--- config.mk ---
export PLATFORM = sky130hd
export DESIGN_NAME = wide_shift_ctrl
export DESIGN_NICKNAME = d
export VERILOG_FILES = /design/src/rtl/alu_shift_pkg.sv /design/src/rtl/funnel_word.sv /design/src/rtl/wide_shift_ctrl.sv
export SDC_FILE = /design/constraint.sdc
export NUM_CORES = 1
export LEC_CHECK = 0
export ABC_CLOCK_PERIOD_IN_PS = 8300
export BUFFER_PORTS_ARGS = -buffer_cell sky130_fd_sc_hd__buf_2
export CELL_PAD_IN_SITES_DETAIL_PLACEMENT = 0
export CELL_PAD_IN_SITES_GLOBAL_PLACEMENT = 1
export CORE_MARGIN = 2
export CORE_UTILIZATION = 40
export CTS_BUF_LIST = sky130_fd_sc_hd__clkbuf_16
export CTS_CLUSTER_SIZE = 12
export DETAILED_ROUTE_END_ITERATION = 10
export PLACE_DENSITY = 0.76
export SLEW_MARGIN = 40
export SYNTH_ARGS = -nofsm -noshare
export SYNTH_HDL_FRONTEND = slang
export SYNTH_HIERARCHICAL = 1
export SYNTH_SLANG_ARGS = --single-unit
--- constraint.sdc ---
create_clock -name clk -period 8.3 [get_ports clk]
set_input_delay 0.415 -clock clk [delete_from_list [all_inputs] [get_ports clk]]
set_output_delay 0.415 -clock clk [all_outputs]
set_load 0.1 [all_outputs]
--- src/rtl/alu_shift_pkg.sv ---
// Shared types for the wide shift sequencer and its funnel.
// Holds the FSM state enum and the shift direction constants.
package alu_shift_pkg;

    typedef enum logic [1:0] {
        IDLE  = 2'd0,
        SHIFT = 2'd1,
        DONE  = 2'd2
    } state_t;

    localparam logic SHIFT_LEFT  = 1'b1;
    localparam logic SHIFT_RIGHT = 1'b0;

endpackage

--- src/rtl/funnel_word.sv ---
// Combinational 64-to-32 funnel: one result word from a word pair.
// Ports: hi, lo (W), dir (1 = left), boff (bit offset) -> word (W).
module funnel_word
    import alu_shift_pkg::*;
#(
    parameter int W  = 32,
    parameter int BW = $clog2(W)
) (
    input  logic [W-1:0]  hi,
    input  logic [W-1:0]  lo,
    input  logic          dir,
    input  logic [BW-1:0] boff,
    output logic [W-1:0]  word
);

    localparam logic [BW-1:0] WM1 = BW'(W - 1);

    logic [BW-1:0] rb;
    logic [W-1:0]  left;
    logic [W-1:0]  right;

    // The cross-word part is shifted by 1 and then by W-1-boff.
    // This avoids a shift by W when boff is 0.
    assign rb    = WM1 - boff;
    assign left  = (hi << boff) | ((lo >> 1) >> rb);
    assign right = (lo >> boff) | ((hi << 1) << rb);
    assign word  = (dir == SHIFT_LEFT) ? left : right;

endmodule

--- src/rtl/wide_shift_ctrl.sv ---
// Multi-word logical shifter producing one result word per clock.
// Ports: in_* request (valid/ready), out_* result (valid/ready), busy.
module wide_shift_ctrl
    import alu_shift_pkg::*;
#(
    parameter int W     = 32,
    parameter int WORDS = 4,
    parameter int AW    = $clog2(W * WORDS)
) (
    input  logic                 clk,
    input  logic                 rst,
    input  logic                 in_valid,
    output logic                 in_ready,
    input  logic [W*WORDS-1:0]   in_data,
    input  logic                 in_dir,
    input  logic [AW-1:0]        in_amt,
    output logic                 out_valid,
    input  logic                 out_ready,
    output logic [W*WORDS-1:0]   out_data,
    output logic                 busy
);

    localparam int N  = W * WORDS;
    localparam int BW = $clog2(W);
    localparam int OW = AW - BW;
    localparam int IW = (WORDS > 1) ? $clog2(WORDS) : 1;

    state_t        state;
    logic [N-1:0]  src;
    logic          dir;
    logic [OW-1:0] woff;
    logic [BW-1:0] boff;
    logic [IW-1:0] idx;
    logic [W-1:0]  hi;
    logic [W-1:0]  lo;
    logic [W-1:0]  word;

    // Words outside the operand read as zero instead of wrapping.
    function automatic logic [W-1:0] pick(input logic [N-1:0] s,
                                          input int k);
        if (k < 0 || k >= WORDS) return '0;
        return s[k*W +: W];
    endfunction

    always_comb begin
        int base;
        hi = '0;
        lo = '0;
        if (dir == SHIFT_LEFT) begin
            base = int'(idx) - int'(woff);
            hi   = pick(src, base);
            lo   = pick(src, base - 1);
        end else begin
            base = int'(idx) + int'(woff);
            lo   = pick(src, base);
            hi   = pick(src, base + 1);
        end
    end

    funnel_word #(.W(W), .BW(BW)) u_funnel (
        .hi   (hi),
        .lo   (lo),
        .dir  (dir),
        .boff (boff),
        .word (word)
    );

    assign in_ready = (state == IDLE);
    assign busy     = (state == SHIFT) || (state == DONE);

    always_ff @(posedge clk) begin
        if (rst) begin
            state     <= IDLE;
            out_valid <= 1'b0;
            out_data  <= '0;
            src       <= '0;
            dir       <= SHIFT_RIGHT;
            woff      <= '0;
            boff      <= '0;
            idx       <= '0;
        end else begin
            unique case (state)
                IDLE: begin
                    if (in_valid) begin
                        src   <= in_data;
                        dir   <= in_dir;
                        woff  <= in_amt[AW-1:BW];
                        boff  <= in_amt[BW-1:0];
                        idx   <= '0;
                        state <= SHIFT;
                    end
                end
                SHIFT: begin
                    out_data[idx*W +: W] <= word;
                    idx <= idx + 1'b1;
                    if (idx == IW'(WORDS - 1)) begin
                        state     <= DONE;
                        out_valid <= 1'b1;
                    end
                end
                DONE: begin
                    if (out_ready) begin
                        out_valid <= 1'b0;
                        state     <= IDLE;
                    end
                end
                default: state <= IDLE;
            endcase
        end
    end

endmodule
[Yosys cells after proc, flatten, opt, wreduce, memory -nomap -nowiden]
Cells that the tools add are included.
Word-level totals
  bits in registers: 269
  bits of input ports: 140
  output and inout bits: 131
  word-level logic and storage cells: 82
Cells by class
  add/subtract/negate cells: 7
  $lt $le $gt $ge: 8
  equal/unequal tests: 6
  shift operators: 10
  mux-type cells: 29
  bitwise logic cells: 2
  reduce and logical (&&, ||, !) cells: 12
Operators with widths (number)
  32-bit 2-to-1 mux: 11
  128-bit by 9-bit indexed part select with 32-bit output: 2
  128-bit bitwise mux: 1
  32-bit by 34-bit variable shift with 128-bit output, first input constant: 1
  128-bit by 10-bit indexed part select with 32-bit output: 1
  128-bit by 8-bit indexed part select with 32-bit output: 1
  32-bit by 34-bit indexed part select with 128-bit output: 1
  32-bit bitwise OR: 2
  32-bit by 5-bit left shift with 32-bit output: 2
  7-bit negation with 34-bit output: 1
  31-bit by 5-bit right shift with 32-bit output: 1
  32-bit by 5-bit right shift with 32-bit output: 1
  1-bit 2-to-1 mux: 10
  4-bit by 1-bit < comparator with 1-bit output, second input constant: 2
  2-bit 2-to-1 mux: 4
  3-bit by 1-bit < comparator with 1-bit output, second input constant: 2
  2-bit case mux with 3 select lines: 1
  3-bit AND reduction: 2
  1-bit logical OR: 5
  5-bit subtractor, first input constant: 1
  3-bit by 1-bit adder with 4-bit output, second input constant: 1
  2-bit == test, second input constant: 2
  3-bit by 4-bit greater-or-equal comparator with 1-bit output, second input constant: 1
  4-bit by 3-bit greater-or-equal comparator with 1-bit output, second input constant: 1
  14 further kinds: 17

[Depth between registers and ports, before layout]
  depth in word-level cells: 13
  mapped depth: 19
  mapped depth without buffers: 14

[Modules after synthesis]
The synthesis kept the hierarchy.
By module, submodules not included
  wide_shift_ctrl: instances 1, cells each 1532, area an instance 12777.3 um^2, seq. area each 5385.2 um^2
  funnel_word: instances 1, cells each 824, area an instance 6566.3 um^2, seq. area each 0.0 um^2

[Least setup slack after synthesis]
No wires, ideal clock.
  path kind: register -> register
  start point: reg idx[0]
  end point: reg out_data[11]
  setup time: 0.070 ns
  arrival time: 4.092 ns
  data required time: 8.230 ns
  setup slack: 4.137 ns
  cell stages (with the launch flop): 20
  path buffers: 5
  period minus slack after synthesis: 4.163 ns
  cells stage by stage: dfxtp_1 -> clkbuf_1 -> inv_1 -> ha_1 -> fa_1 -> buf_6 -> or3b_1 -> buf_2 -> nor2_8 -> buf_6 -> a211o_1 -> clkbuf_1 -> mux2i_1 -> mux4_2 -> or2_0 -> o21ai_1 -> o32ai_1 -> nor3_1 -> nand4_1 -> a21oi_1
Between the ends
  word-level cells in the longest chain between the ends: 13
  elaborated cells on any way between the ends: 45
  classes of those cells: add/sub: 5; order compare: 8; shift: 10; mux: 16; bitwise: 2; reduce/logical: 4
Ends and longest elaborated chain
  start, declared: RTL line wide_shift_ctrl.sv:33  | logic [IW-1:0] idx;
  start signal, assigned: RTL line wide_shift_ctrl.sv:95  | idx <= idx + 1'b1;
  parallel branches: the longest is 7 deep, another holds 3-bit by 2-bit subtractor with 4-bit output
  32-bit 2-to-1 mux (*): RTL line wide_shift_ctrl.sv:49  | if (dir == SHIFT_LEFT) begin
  net lo[11]: RTL line wide_shift_ctrl.sv:35  | logic [W-1:0] lo;
  32-bit by 5-bit right shift with 32-bit output / 31-bit by 5-bit right shift with 32-bit output (equally long branches): RTL line funnel_word.sv:26, funnel_word.sv:25
  32-bit bitwise OR (on tied branches): RTL line funnel_word.sv:26, funnel_word.sv:25
  32-bit 2-to-1 mux (*): RTL line funnel_word.sv:27  | assign word = (dir == SHIFT_LEFT) ? left : right;
  net word[11]: RTL line wide_shift_ctrl.sv:36  | logic [W-1:0] word;
  32-bit by 34-bit indexed part select with 128-bit output (*): RTL line wide_shift_ctrl.sv:94  | out_data[idx*W +: W] <= word;
  128-bit bitwise mux (*): RTL line wide_shift_ctrl.sv:94
  end signal, assigned by index: RTL line wide_shift_ctrl.sv:94
  end, declared: RTL line wide_shift_ctrl.sv:19  | output logic [W*WORDS-1:0] out_data,
Mark *: on every way through the listed nets, which the timed path passes. The select of a mux whose other input is x is not followed.
A chain may end at the register's enable or synchronous reset.

[Final worst setup path]
  start point: reg idx[0]
  end point: reg out_data[38]
The elaborated chain is that of the path after synthesis.

==> impl_metrics.py <==
metrics = {
    "final_layout": {
        "syn2layout_area_growth_pct": 10.3,
        "register_area_um2": 5400,
        "drive_gt1_share_pct": 19.1,
        "final_area_um2": 21300,
        "final_cells": 3091,
        "multi_input_area_um2": 12600,
        "nets": 2612,
        "n_fill_cell": 4802,
        "fin_util_pct": 44.7,
        "diodes": 0,
    },
    "pwr": {
        "leakage_nw": 9.19,
        "ir_worst_vdd_mv": 0.157,
        "pwr-share-clk_pct": 24.1,
        "power.switching_mw": 2.15,
        "power_frac_seq_pct": 30.9,
        "power.density_nw_per_um2": 226,
        "p_int_mw": 2.67,
        "sw_frac_of_total_pct": 44.6,
        "pwr-share-comb_pct": 45.0,
        "power_mw": 4.82,
    },
    "timing": {
        "max_freq_ghz": 0.165,
        "final_max_slew_viol_count": 0,
        "hold_viol": 0,
        "min_period_ns": 6.05,
        "grt_setup_unrepaired": "no",
        "timing.final.crit_share_pct": 72.9,
        "tightestPinTransition_ns": 0.926,
        "finalSetupViolations": 0,
        "hold_slack_ns": 0.0807,
        "relSlewSlack_pct": 37.9,
        "tns_ns": 0,
        "worst_slack_ns": 2.25,
        "skew_ns": 0.0170,
    },
    "placement": {
        "place_inst": 3041,
        "place_area_um2": 20500,
        "port_buffers": 270,
        "dp_hpwl_mm": 61.8,
        "place_ws_ns": 2.51,
        "place.gp.congestion": 1.01,
    },
    "critical_path": {
        "worstSetupEndpointType": "flop",
        "path_class": "reg -> reg",
        "start_kind": "flop",
        "required_ns": 8.72,
        "critical_path.max_fanout": 34,
        "critPathArrivalTime_ns": 6.47,
    },
    "clock_network": {
        "cts_tree": "done",
        "cts_setup_buffers": 0,
        "clk_path_buf_depth": 3,
        "post_cts_resized": 0,
        "numCtsBuffers": 29,
        "clk_latency_ns": 0.58,
        "cts_sinks": 269,
        "clk_pin_slew_ns": 0.07,
        "cts_root_buffer": "clkbuf_16",
        "ctsHtreeMaxLevel": 1,
        "hold_buffers": 0,
    },
    "synthesis": {
        "synth_fa_ha_area_share_pct": 0.918,
        "synth_xor_area_share_pct": 0.0453,
        "synth.ff_latch_count": 269,
        "synth_warnings": 6,
        "ys_seq_area_share_pct": 27.8,
        "synth_top_family_by_area": "compound AO/OA/AOI/OAI gates",
        "syn_avg_cell_area_um2": 8.21,
        "yosysUniqueCellTypes": 84,
        "yosys.area_share.simple_pct": 16.2,
        "syn-num-nets": 2509,
        "synth_edf_count": 0,
        "synth-compound-area-share_pct": 24.5,
        "synth_flop_cell": "dfxtp_1",
        "synthMuxAreaShare_pct": 22.8,
        "async_flop_share_pct": 0,
        "synthCells": 2356,
        "mappedNetlistArea_um2": 19300,
    },
    "floorplan": {
        "die_area_um2": 50100,
        "ios": 271,
        "die_h_um": 224,
        "start_util_pct": 40.5,
        "core_um2": 47700,
        "num_rows": 80,
        "die_x_um": 224,
    },
    "hold_path": {
        "hold_class": "in -> reg",
    },
    "global_route": {
        "grt_pass1_wl_mm": 124,
        "grt_util_met3_pct": 4.63,
        "met1_usage_pct": 45.6,
        "grt_use_met2_pct": 50.3,
        "grt_antenna_before_repair": 0,
        "grt_start_max_net_pins": 108,
        "track_usage_pct": 32.2,
        "grt_busiest_layer": "met2",
        "grt_pass1_vias": 18800,
        "grt-ovfl-total": 0,
    },
    "routing": {
        "post-route-drc-count": 0,
        "vias": 20300,
        "wl_per_cell_um": 27.3,
        "drt-pass1-iter-count": 7,
        "drtAntennaViolNets": 0,
        "vias_per_cell": 6.58,
        "drtIter0Drc": 2418,
        "wl_mm": 84.3,
    },
    "run": {
        "maxCapViolCount": 0,
    },
    "status": {
        "status": "finished clean",
    },
}
[cells in the final DEF (no fill, tap or decap), drive strengths merged, types with 4 or more instances in the layout]
master,count
o22ai,125
o32ai,4
a2bb2oi,5
clkbuf,29
nor2,247
nand2,395
mux2,47
clkinv,16
mux2i,278
mux4,47
or2,6
nor3,12
dfxtp,269
a31oi,6
a211o,70
nand3,17
nand4,34
a32oi,99
o22a,6
a211oi,26
ha,11
a22oi,33
a221oi,10
o21ai,36
and2,8
o211ai,23
nor4,4
nand2b,9
inv,22
o221ai,11
buf,312
a21oi,209
[cell families (layout without fill, tap and decap cells)]
| group | count (synthesis) | in the layout |
|---|---|---|
| adders and majority gates | 13 | 13 |
| buffers and inverters | 259 | 379 |
| DFF | 269 | 269 |
| xor gates and xnor gates | 1 | 1 |
| muxes | 372 | 372 |
| AOI/OAI and AO/OA | 691 | 691 |
| and+or+nand+nor | 751 | 751 |
[layer usage]
metal	wire length (um)	up-vias
met3	6760	184
met2	37400	1046
met1	37100	10100
met4	3050	0
met5	0	-
li1	-	8969
[cells in the mapped netlist, types with 33 or more instances]
| master | instances | area share (%) |
|---|---|---|
| a211o_1 | 70 | 3.2 |
| a21oi_1 | 209 | 5.4 |
| a22oi_1 | 33 | 1.3 |
| a32oi_1 | 99 | 4.5 |
| buf_2 | 91 | 2.4 |
| clkbuf_1 | 94 | 1.8 |
| dfxtp_1 | 269 | 28 |
| mux2_2 | 47 | 2.7 |
| mux2i_1 | 278 | 14 |
| mux4_2 | 34 | 4.0 |
| nand2_1 | 394 | 7.6 |
| nand4_1 | 34 | 1.1 |
| nor2_1 | 244 | 4.7 |
| o22ai_1 | 125 | 4.0 |
[worst max-delay path: stages (launching register included)]
cell,delay (ns)
dfxtp_1,0.63
inv_1,0.22
ha_4,0.21
fa_2,0.51
buf_4,0.50
or3b_1,0.20
buf_4,0.40
nor2_8,0.20
a211o_1,0.50
mux2i_1,0.54
nand2_1,0.09
o21ai_0,0.17
o21ai_0,0.33
o221ai_1,0.59
nand4_1,0.40
a32oi_1,0.29
nor2_1,0.06
[worst paths after layout]
path                   to  cells after the start  slack, ns         start
min              src[113]                      3       0.08  in_data[113]
max reg2reg  out_data[38]                     16       2.25        idx[0]
min reg2reg  out_data[15]                      2       0.45  out_data[15]
max          out_data[38]                     16       2.25        idx[0]
[power groups by stage]
stage | Clock (mW) | Sequential [mW] | Combinational, mW
finish | 1.16 | 1.49 | 2.17
global route | 1.24 | 1.50 | 2.25
CTS | 1.18 | 1.49 | 2.10
detailed placement | 0 | 1.51 | 2.09
global placement | 0 | 1.51 | 2.09
floorplan | 0 | 1.57 | 1.38
[registers in the layout, summed over array words and instances (netlist names)]
register   flops
state          2
dir            1
out_data     128
boff           5
out_valid      1
idx            2
src          128
woff           2
[area by class of cell]
class | count | area share, %
Clock buffer | 29 | 3.40
Clock inverter | 19 | 0.440
Inverter | 19 | 0.393
Multi-Input combinational cell | 1828 | 58.9
Sequential cell | 269 | 25.3
Tap cell | 615 | 3.61
Timing Repair Buffer | 312 | 8.00
Note: power is estimated with default switching activity, not from simulation.
